$ cat config.mk
export PLATFORM = sky130hd
export DESIGN_NAME = puf_eval_ctrl_flat
export DESIGN_NICKNAME = d
export VERILOG_FILES = /design/src/rtl/puf_eval_ctrl_if.sv /design/src/rtl/puf_eval_ctrl.sv /design/src/flat_wrapper.sv
export SDC_FILE = /design/constraint.sdc
export NUM_CORES = 1
export LEC_CHECK = 0
export ABC_CLOCK_PERIOD_IN_PS = 3900
export CORE_ASPECT_RATIO = 1.1
export CORE_MARGIN = 4
export CORE_UTILIZATION = 35
export CTS_CLUSTER_SIZE = 25
export DETAILED_ROUTE_END_ITERATION = 6
export PLACE_DENSITY = 0.59
export SLEW_MARGIN = 20
export SYNTH_ARGS = -nofsm -noshare
export SYNTH_HDL_FRONTEND = slang
export SYNTH_SLANG_ARGS = --single-unit
$ cat constraint.sdc
create_clock -name clk -period 3.9 [get_ports clk]
set_input_delay 0.585 -clock clk [delete_from_list [all_inputs] [get_ports clk]]
set_output_delay 0.585 -clock clk [all_outputs]
set_load 0.01 [all_outputs]
$ cat src/rtl/puf_eval_ctrl_if.sv
// Result stream of the PUF evaluation controller: voted response, stability flags
// and the originating challenge, offered on a valid/ready handshake.
interface puf_eval_ctrl_if #(
   parameter int C_LENGTH = 8,
   parameter int RESP_W   = 7
);
   logic                resp_valid;
   logic                resp_ready;
   logic [RESP_W-1:0]   resp_data;
   logic [RESP_W-1:0]   resp_unstable;
   logic [C_LENGTH-1:0] resp_chal;

   modport master (
      output resp_valid, resp_data, resp_unstable, resp_chal,
      input  resp_ready
   );

   modport slave (
      input  resp_valid, resp_data, resp_unstable, resp_chal,
      output resp_ready
   );
endinterface

$ cat src/rtl/puf_eval_ctrl.sv
// Arbiter PUF evaluation front end: fires each challenge N_EVAL times, majority-votes
// the synchronised response bits and publishes the result with per-bit instability flags.
module puf_eval_ctrl #(
   parameter int                  C_LENGTH  = 8,
   parameter int                  RESP_W    = 7,
   parameter int                  N_EVAL    = 5,
   parameter int                  SETTLE    = 4,
   parameter logic [C_LENGTH-1:0] LFSR_TAPS = 8'hB8
) (
   input  logic                clk,
   input  logic                rst,
   input  logic                start,
   input  logic                use_lfsr,
   input  logic [C_LENGTH-1:0] chal_in,
   input  logic                seed_load,
   input  logic [C_LENGTH-1:0] seed,
   output logic                puf_pulse,
   output logic [C_LENGTH-1:0] puf_challenge,
   input  logic [RESP_W-1:0]   puf_response,
   output logic                busy,
   puf_eval_ctrl_if.master     rsp
);

   localparam int OW = $clog2(N_EVAL + 1);
   localparam int RW = (N_EVAL > 1) ? $clog2(N_EVAL) : 1;
   localparam int CW = (SETTLE > 1) ? $clog2(SETTLE) : 1;

   localparam logic [CW-1:0] CNT_LAST   = CW'(SETTLE - 1);
   localparam logic [RW-1:0] ROUND_LAST = RW'(N_EVAL - 1);
   localparam logic [OW-1:0] VOTE_HALF  = OW'(N_EVAL / 2);
   localparam logic [OW-1:0] VOTE_ALL   = OW'(N_EVAL);

   typedef enum logic [2:0] {
      S_IDLE,
      S_ARM,
      S_FIRE,
      S_SAMPLE,
      S_DONE
   } state_t;

   state_t                      state_q, state_d;
   logic [CW-1:0]               cnt_q, cnt_d;
   logic [RW-1:0]               round_q, round_d;
   logic [C_LENGTH-1:0]         chal_q, chal_d;
   logic [C_LENGTH-1:0]         lfsr_q, lfsr_d;
   logic [RESP_W-1:0][OW-1:0]   ones_q, ones_d;
   logic [RESP_W-1:0]           sync_meta_q, sync_meta_d;
   logic [RESP_W-1:0]           sync_q, sync_d;
   logic                        valid_q, valid_d;
   logic [RESP_W-1:0]           data_q, data_d;
   logic [RESP_W-1:0]           unst_q, unst_d;
   logic [C_LENGTH-1:0]         rchal_q, rchal_d;

   logic [RESP_W-1:0]           vote_bit;
   logic [RESP_W-1:0]           unstable_bit;
   logic [C_LENGTH-1:0]         lfsr_step;

   genvar gi;
   generate
      for (gi = 0; gi < RESP_W; gi++) begin : g_vote
         assign vote_bit[gi]     = (ones_q[gi] > VOTE_HALF);
         assign unstable_bit[gi] = (ones_q[gi] != '0) && (ones_q[gi] != VOTE_ALL);
      end
   endgenerate

   assign lfsr_step = (lfsr_q >> 1) ^ (lfsr_q[0] ? LFSR_TAPS : '0);

   always_ff @(posedge clk or posedge rst) begin
      if (rst) begin
         state_q     <= S_IDLE;
         cnt_q       <= '0;
         round_q     <= '0;
         chal_q      <= '0;
         lfsr_q      <= C_LENGTH'(1);
         ones_q      <= '0;
         sync_meta_q <= '0;
         sync_q      <= '0;
         valid_q     <= 1'b0;
         data_q      <= '0;
         unst_q      <= '0;
         rchal_q     <= '0;
      end else begin
         state_q     <= state_d;
         cnt_q       <= cnt_d;
         round_q     <= round_d;
         chal_q      <= chal_d;
         lfsr_q      <= lfsr_d;
         ones_q      <= ones_d;
         sync_meta_q <= sync_meta_d;
         sync_q      <= sync_d;
         valid_q     <= valid_d;
         data_q      <= data_d;
         unst_q      <= unst_d;
         rchal_q     <= rchal_d;
      end
   end

   always_comb begin
      state_d     = state_q;
      cnt_d       = cnt_q;
      round_d     = round_q;
      chal_d      = chal_q;
      lfsr_d      = lfsr_q;
      ones_d      = ones_q;
      valid_d     = valid_q;
      data_d      = data_q;
      unst_d      = unst_q;
      rchal_d     = rchal_q;
      sync_meta_d = puf_response;
      sync_d      = sync_meta_q;

      case (state_q)
         S_IDLE: begin
            if (start) begin
               chal_d  = use_lfsr ? lfsr_q : chal_in;
               ones_d  = '0;
               round_d = '0;
               cnt_d   = '0;
               state_d = S_ARM;
            end else if (seed_load) begin
               lfsr_d = (seed == '0) ? C_LENGTH'(1) : seed;
            end
         end
         S_ARM: begin
            if (cnt_q == CNT_LAST) begin
               cnt_d   = '0;
               state_d = S_FIRE;
            end else begin
               cnt_d = cnt_q + 1'b1;
            end
         end
         S_FIRE: begin
            if (cnt_q == CNT_LAST) begin
               cnt_d   = '0;
               state_d = S_SAMPLE;
            end else begin
               cnt_d = cnt_q + 1'b1;
            end
         end
         S_SAMPLE: begin
            for (int i = 0; i < RESP_W; i++) begin
               ones_d[i] = ones_q[i] + OW'(sync_q[i]);
            end
            round_d = round_q + 1'b1;
            state_d = (round_q == ROUND_LAST) ? S_DONE : S_ARM;
         end
         S_DONE: begin
            // Result registers load once on entry and then hold until accepted.
            if (!valid_q) begin
               valid_d = 1'b1;
               data_d  = vote_bit;
               unst_d  = unstable_bit;
               rchal_d = chal_q;
            end else if (rsp.resp_ready) begin
               valid_d = 1'b0;
               state_d = S_IDLE;
               if (use_lfsr) begin
                  lfsr_d = lfsr_step;
               end
            end
         end
         default: state_d = S_IDLE;
      endcase
   end

   // Pulse and busy decode straight from the state so reset drops them at once.
   always_comb begin
      puf_pulse = (state_q == S_FIRE);
      busy      = (state_q != S_IDLE);
   end

   assign puf_challenge     = chal_q;
   assign rsp.resp_valid    = valid_q;
   assign rsp.resp_data     = data_q;
   assign rsp.resp_unstable = unst_q;
   assign rsp.resp_chal     = rchal_q;

endmodule

$ cat src/flat_wrapper.sv
// flat-port wrapper written by rule: the top's interface ports become plain ports
module puf_eval_ctrl_flat 
#(
   parameter int                  C_LENGTH  = 8,
   parameter int                  RESP_W    = 7,
   parameter int                  N_EVAL    = 5,
   parameter int                  SETTLE    = 4,
   parameter logic [C_LENGTH-1:0] LFSR_TAPS = 8'hB8
)
  (clk, rst, start, use_lfsr, chal_in, seed_load, seed, puf_pulse, puf_challenge, puf_response, busy, rsp_resp_valid, rsp_resp_data, rsp_resp_unstable, rsp_resp_chal, rsp_resp_ready);
  puf_eval_ctrl_if #(.C_LENGTH(C_LENGTH), .RESP_W(RESP_W)) rsp_i ();
  input  logic clk;
  input  logic rst;
  input  logic start;
  input  logic use_lfsr;
  input  logic [C_LENGTH-1:0] chal_in;
  input  logic seed_load;
  input  logic [C_LENGTH-1:0] seed;
  output logic puf_pulse;
  output logic [C_LENGTH-1:0] puf_challenge;
  input  logic [RESP_W-1:0] puf_response;
  output logic busy;
  output wire logic [$bits(rsp_i.resp_valid)-1:0] rsp_resp_valid;
  output wire logic [$bits(rsp_i.resp_data)-1:0] rsp_resp_data;
  output wire logic [$bits(rsp_i.resp_unstable)-1:0] rsp_resp_unstable;
  output wire logic [$bits(rsp_i.resp_chal)-1:0] rsp_resp_chal;
  input wire logic [$bits(rsp_i.resp_ready)-1:0] rsp_resp_ready;
  assign rsp_resp_valid = rsp_i.resp_valid;
  assign rsp_resp_data = rsp_i.resp_data;
  assign rsp_resp_unstable = rsp_i.resp_unstable;
  assign rsp_resp_chal = rsp_i.resp_chal;
  assign rsp_i.resp_ready = rsp_resp_ready;
  puf_eval_ctrl #(.C_LENGTH(C_LENGTH), .RESP_W(RESP_W), .N_EVAL(N_EVAL), .SETTLE(SETTLE), .LFSR_TAPS(LFSR_TAPS)) u_core (.clk(clk), .rst(rst), .start(start), .use_lfsr(use_lfsr), .chal_in(chal_in), .seed_load(seed_load), .seed(seed), .puf_pulse(puf_pulse), .puf_challenge(puf_challenge), .puf_response(puf_response), .busy(busy), .rsp(rsp_i));
endmodule
==> flow_results.org <==
** Layout
- Number of filler cells placed in the layout :: 984
- Diodes inserted :: 0
- Relative to the synthesized area, the layout overhead comes to 28.2%.
- In the final layout, the share of cells above drive strength 1 is 0.137.
- Final layout net count :: 437

** Clock network
- CTS clock-pin slew for the worst setup and hold paths :: 0.06 ns
- The number of gates resized after CTS was 0.
- The clock drives 82 sinks.
- In this run the post-CTS setup repair buffer count came out at 0.
- Clock latency on the worst-skew pair, taken at its later pin, is 0.33 ns.
- CTS HTree Levels :: 3
- The tree is rooted in a clkbuf_16.
- The clock passes through at most 2 buffers.
- Clock tree synthesis inserted a total of 9 buffers.
- TritonCTS built the clock tree.
- In this run, post-CTS hold repair placed 0 buffers.

** Detailed routing
- The routed layout has 2553 vias.
- The detail route stage leaves a number of antenna-violating nets equal to 0.
- In the routed layout, each cell is associated on average with a via count of 4.75.
- Post-route DRC violation count :: 0
- The first TritonRoute pass finished after 4 iterations.
- Total Routed Length :: 7.22 mm
- After the first detailed-routing iteration, the DRC count stood at 83.
- In the final routed layout, each cell accounts on average for 13.4 um.

** Global route
- The first global-routing pass estimated 12.5 mm of wire.
- The via count of the first global-routing pass came to 2618.
- Entering global routing, the biggest net connects 66 pins.
- The initial antenna violation count came to 0.
- Global routing finished with a remaining overflow of 0.
- In the global route stage, overall resource usage came out at 0.125.

** Pwr
- Power density relative to cell area :: 717 nW/um^2
- Of the total power, registers draw 0.407.
- The internal power of the cells totals 2380 uW.
- Overall Power :: 3470 uW
- The share of total power dissipated in combinational logic is 0.311.
- The analysis attributes to net switching a power of 1090 uW.
- For this design the static power due to leakage is 0.00214 uW.
- Of the total power, the share spent switching nets is 0.313.
- VDD sags by at most 286 uV.
- The share of total power dissipated in the clock network is 0.282.

** Placement
- Pre-CTS setup slack :: 1.40 ns
- Buffers placed on the I/O ports in this run total 61.
- Post-detailed-placement half-perimeter wirelength :: 4.88 mm
- Routability-driven placement finished with a final weighted congestion of 0.741.

** Hold path
- Worst hold path class :: reg -> reg
- Number of cells on the worst hold path :: 0

** Worst setup path
- The setup path with the least slack is of type reg -> out.
- Levels on crit path :: 2
- The worst setup path is captured at a primary output.
- STA classifies the critical path startpoint as a flip-flop.
- Together, buffers and inverters on the worst path number 1.
- Data required time of the critical path :: 3.31 ns
- The signal on the critical path passes through or3_1, clkdlybuf4s50_1.
- In this design, the largest share of critical-path delay is due to flip-flops.
- R2R cell count :: 3
- Data on the critical path arrives at its endpoint at 2.04 ns.
- The slowest stage of the critical path is the dfrtp_1 cell.
- In this design, the stage delay of the slowest critical-path cell is 0.62 ns.
- Peak fanout along the critical path :: 21

** Floorplan
- I/O pin total :: 62
- Core Box Area :: 10400 um^2
- Total die area :: 12500 um^2
- Y dimension of the die :: 117 um
- Row generation in the floorplan step produced 39 rows.
- Initial Util :: 0.361
- Chip Width :: 107 um

** Synthesis
- Sequential fraction of the synthesis area :: 0.544
- The number of nets handed over by synthesis was 383.
- Of the total synthesized cell area, the portion taken by XOR and XNOR cells is 0.0255.
- The compound-gate portion of the synthesized area was 0.0925.
- After technology mapping, the gate count stands at 337.
- Synthesis-stage register bit count :: 82
- Netlist cell types :: 39
- Each instance of the synthesized netlist takes up on average 11.2 um^2.
- Count of warnings emitted by yosys :: 0
- Adder-cell share of the synthesized area :: 0.0564
- Of the total synthesized cell area, the portion taken by AND, OR, NAND and NOR gates is 0.116.
- Syn Std Cell Area :: 3770 um^2
- Fraction of synthesized area in multiplexers :: 0.132
- Dominant combinational cell family by area after synthesis :: multiplexers

** Timing
- Setup violations remaining at the end of the flow were counted as 0.
- Final worst-path cycle share :: 0.674
- Post-layout min period :: 2.63 ns
- Final hold violation count :: 0
- Clock skew :: 0.00399 ns
- Actual slew at the worst max-slew pin :: 0.989 ns
- Slew headroom :: 0.339
- Number of max-slew violations in the final report :: 0
- Setup slack on the critical path of the routed design comes to 1.27 ns.
- Setup TNS :: 0 ns
- Timing would allow up to 380 MHz.
- Setup repair after global routing left no endpoint under its margin.

** Flow run
- Max-cap violations in this run came to 0.

** Outcome
- The flow ran to the end, and the final reports show no timing, DRC or antenna violations.
==> registers in the layout, summed over array words and instances (netlist names) <==
name	count
u_core.cnt_q	2
u_core.lfsr_q	8
u_core.ones_q	21
u_core.puf_challenge	8
u_core.round_q	3
u_core.rsp.resp_chal	8
u_core.rsp.resp_data	7
u_core.rsp.resp_unstable	7
u_core.rsp.resp_valid	1
u_core.state_q	3
u_core.sync_d	7
u_core.sync_q	7
==> metrics by stage <==
stage / hold slack, ns / util / cell area (um^2) / std cells
after floorplan: 0.331 / - / 3770 / 337
after CTS: 0.349 / 0.463 / 4840 / 538
after global routing: 0.352 / 0.463 / 4840 / 538
after global placement: 0.333 / 0.429 / 4480 / 523
final: 0.347 / 0.463 / 4840 / 538
after detailed placement: 0.337 / 0.430 / 4490 / 523
==> final timing paths <==
check | startpoint | end | slack [ns]
min reg2reg | u_core.sync_d[1] | u_core.sync_q[1] | 0.35
min in group asynchronous | rst | u_core.rsp.resp_chal[0] | 0.66
max in group asynchronous | rst | u_core.ones_q[1] | 2.55
max | u_core.state_q[1] | busy | 1.27
min | u_core.sync_d[1] | u_core.sync_q[1] | 0.35
max reg2reg | u_core.state_q[1] | u_core.ones_q[8] | 1.50
==> power by group through the flow <==
stage,clock network (uW),logic (uW),registers (uW)
floorplan,0,674,1390
global placement,0,1070,1420
detailed placement,0,1090,1430
CTS,1000,1100,1420
global route,1030,1220,1460
finish,977,1080,1410
==> routing by layer <==
metal / global-route usage / wire length [um]
met3: 0.0357 / 416
met1: 0.160 / 3250
met2: 0.200 / 3440
met4: 0.0537 / 122
met5: 0 / 0
==> logic make-up (layout without fill, tap and decap cells) <==
logic type / after synthesis / in the layout
and+or+nand+nor: 95 / 95
DFF: 82 / 82
adders and majority gates: 17 / 17
AOI/OAI and AO/OA: 60 / 60
buffers and inverters: 26 / 84
muxes: 46 / 46
xor gates and xnor gates: 11 / 11
==> synth_stat cells <==
library cell,count,area [um^2]
mux2i_1,16,160
o22a_1,1,8.76
nand3_1,3,15.0
clkbuf_2,1,5.00
a211oi_1,3,22.5
a21oi_1,31,155
o221ai_1,1,8.76
nor3b_1,1,7.51
or3_1,2,12.5
nor3_1,1,5.00
nor2b_1,1,6.26
a32o_1,1,10.0
nand2_1,43,161
buf_2,8,40.0
o21ai_0,17,85.1
nand2b_1,2,12.5
nand3b_1,2,15.0
nor3b_2,1,12.5
o31ai_1,3,22.5
or3b_1,1,8.76
nor4_1,2,12.5
dfstp_2,1,26.3
o22ai_4,1,20.0
xor2_1,11,96.3
a32oi_1,1,8.76
nor2_1,32,120
nor4b_1,1,8.76
ha_1,17,213
buf_4,3,22.5
o211ai_1,1,7.51
buf_1,1,3.75
dfrtp_1,81,2030
nor4b_4,1,23.8
buf_6,1,11.3
and2_1,1,6.26
and3b_1,1,8.76
inv_1,5,18.8
mux2_2,30,338
clkbuf_1,7,26.3
==> final cells by class <==
cell class,count,area [um^2],share of cell area
clock inverter,4,98.8,0.0204
timing repair buffer,64,633,0.131
clock buffer,11,253,0.0522
multi-input combinational,229,1600,0.330
sequential,82,2050,0.424
tap,143,179,0.0370
inverter,5,23.8,0.00491
==> cell usage in the layout (no fill, tap or decap), types with 2 or more instances in the layout <==
cell and instances:
inv_1 4, nor2_1 32, bufinv_16 3, nand3_1 3
xor2_1 11, clkbuf_8 2, nor4_1 2, or3_1 2
o31ai_1 3, nand2_1 43, mux2_2 30, nand3b_1 2
nand2b_1 2, a211oi_1 3, mux2i_1 16, clkinv_4 2
o21ai_0 17, a21oi_1 31, clkbuf_16 9, dfrtp_1 81
buf_4 3, clkdlybuf4s50_1 61, ha_1 17
No activity file was read; power rests on OpenSTA's default activity.
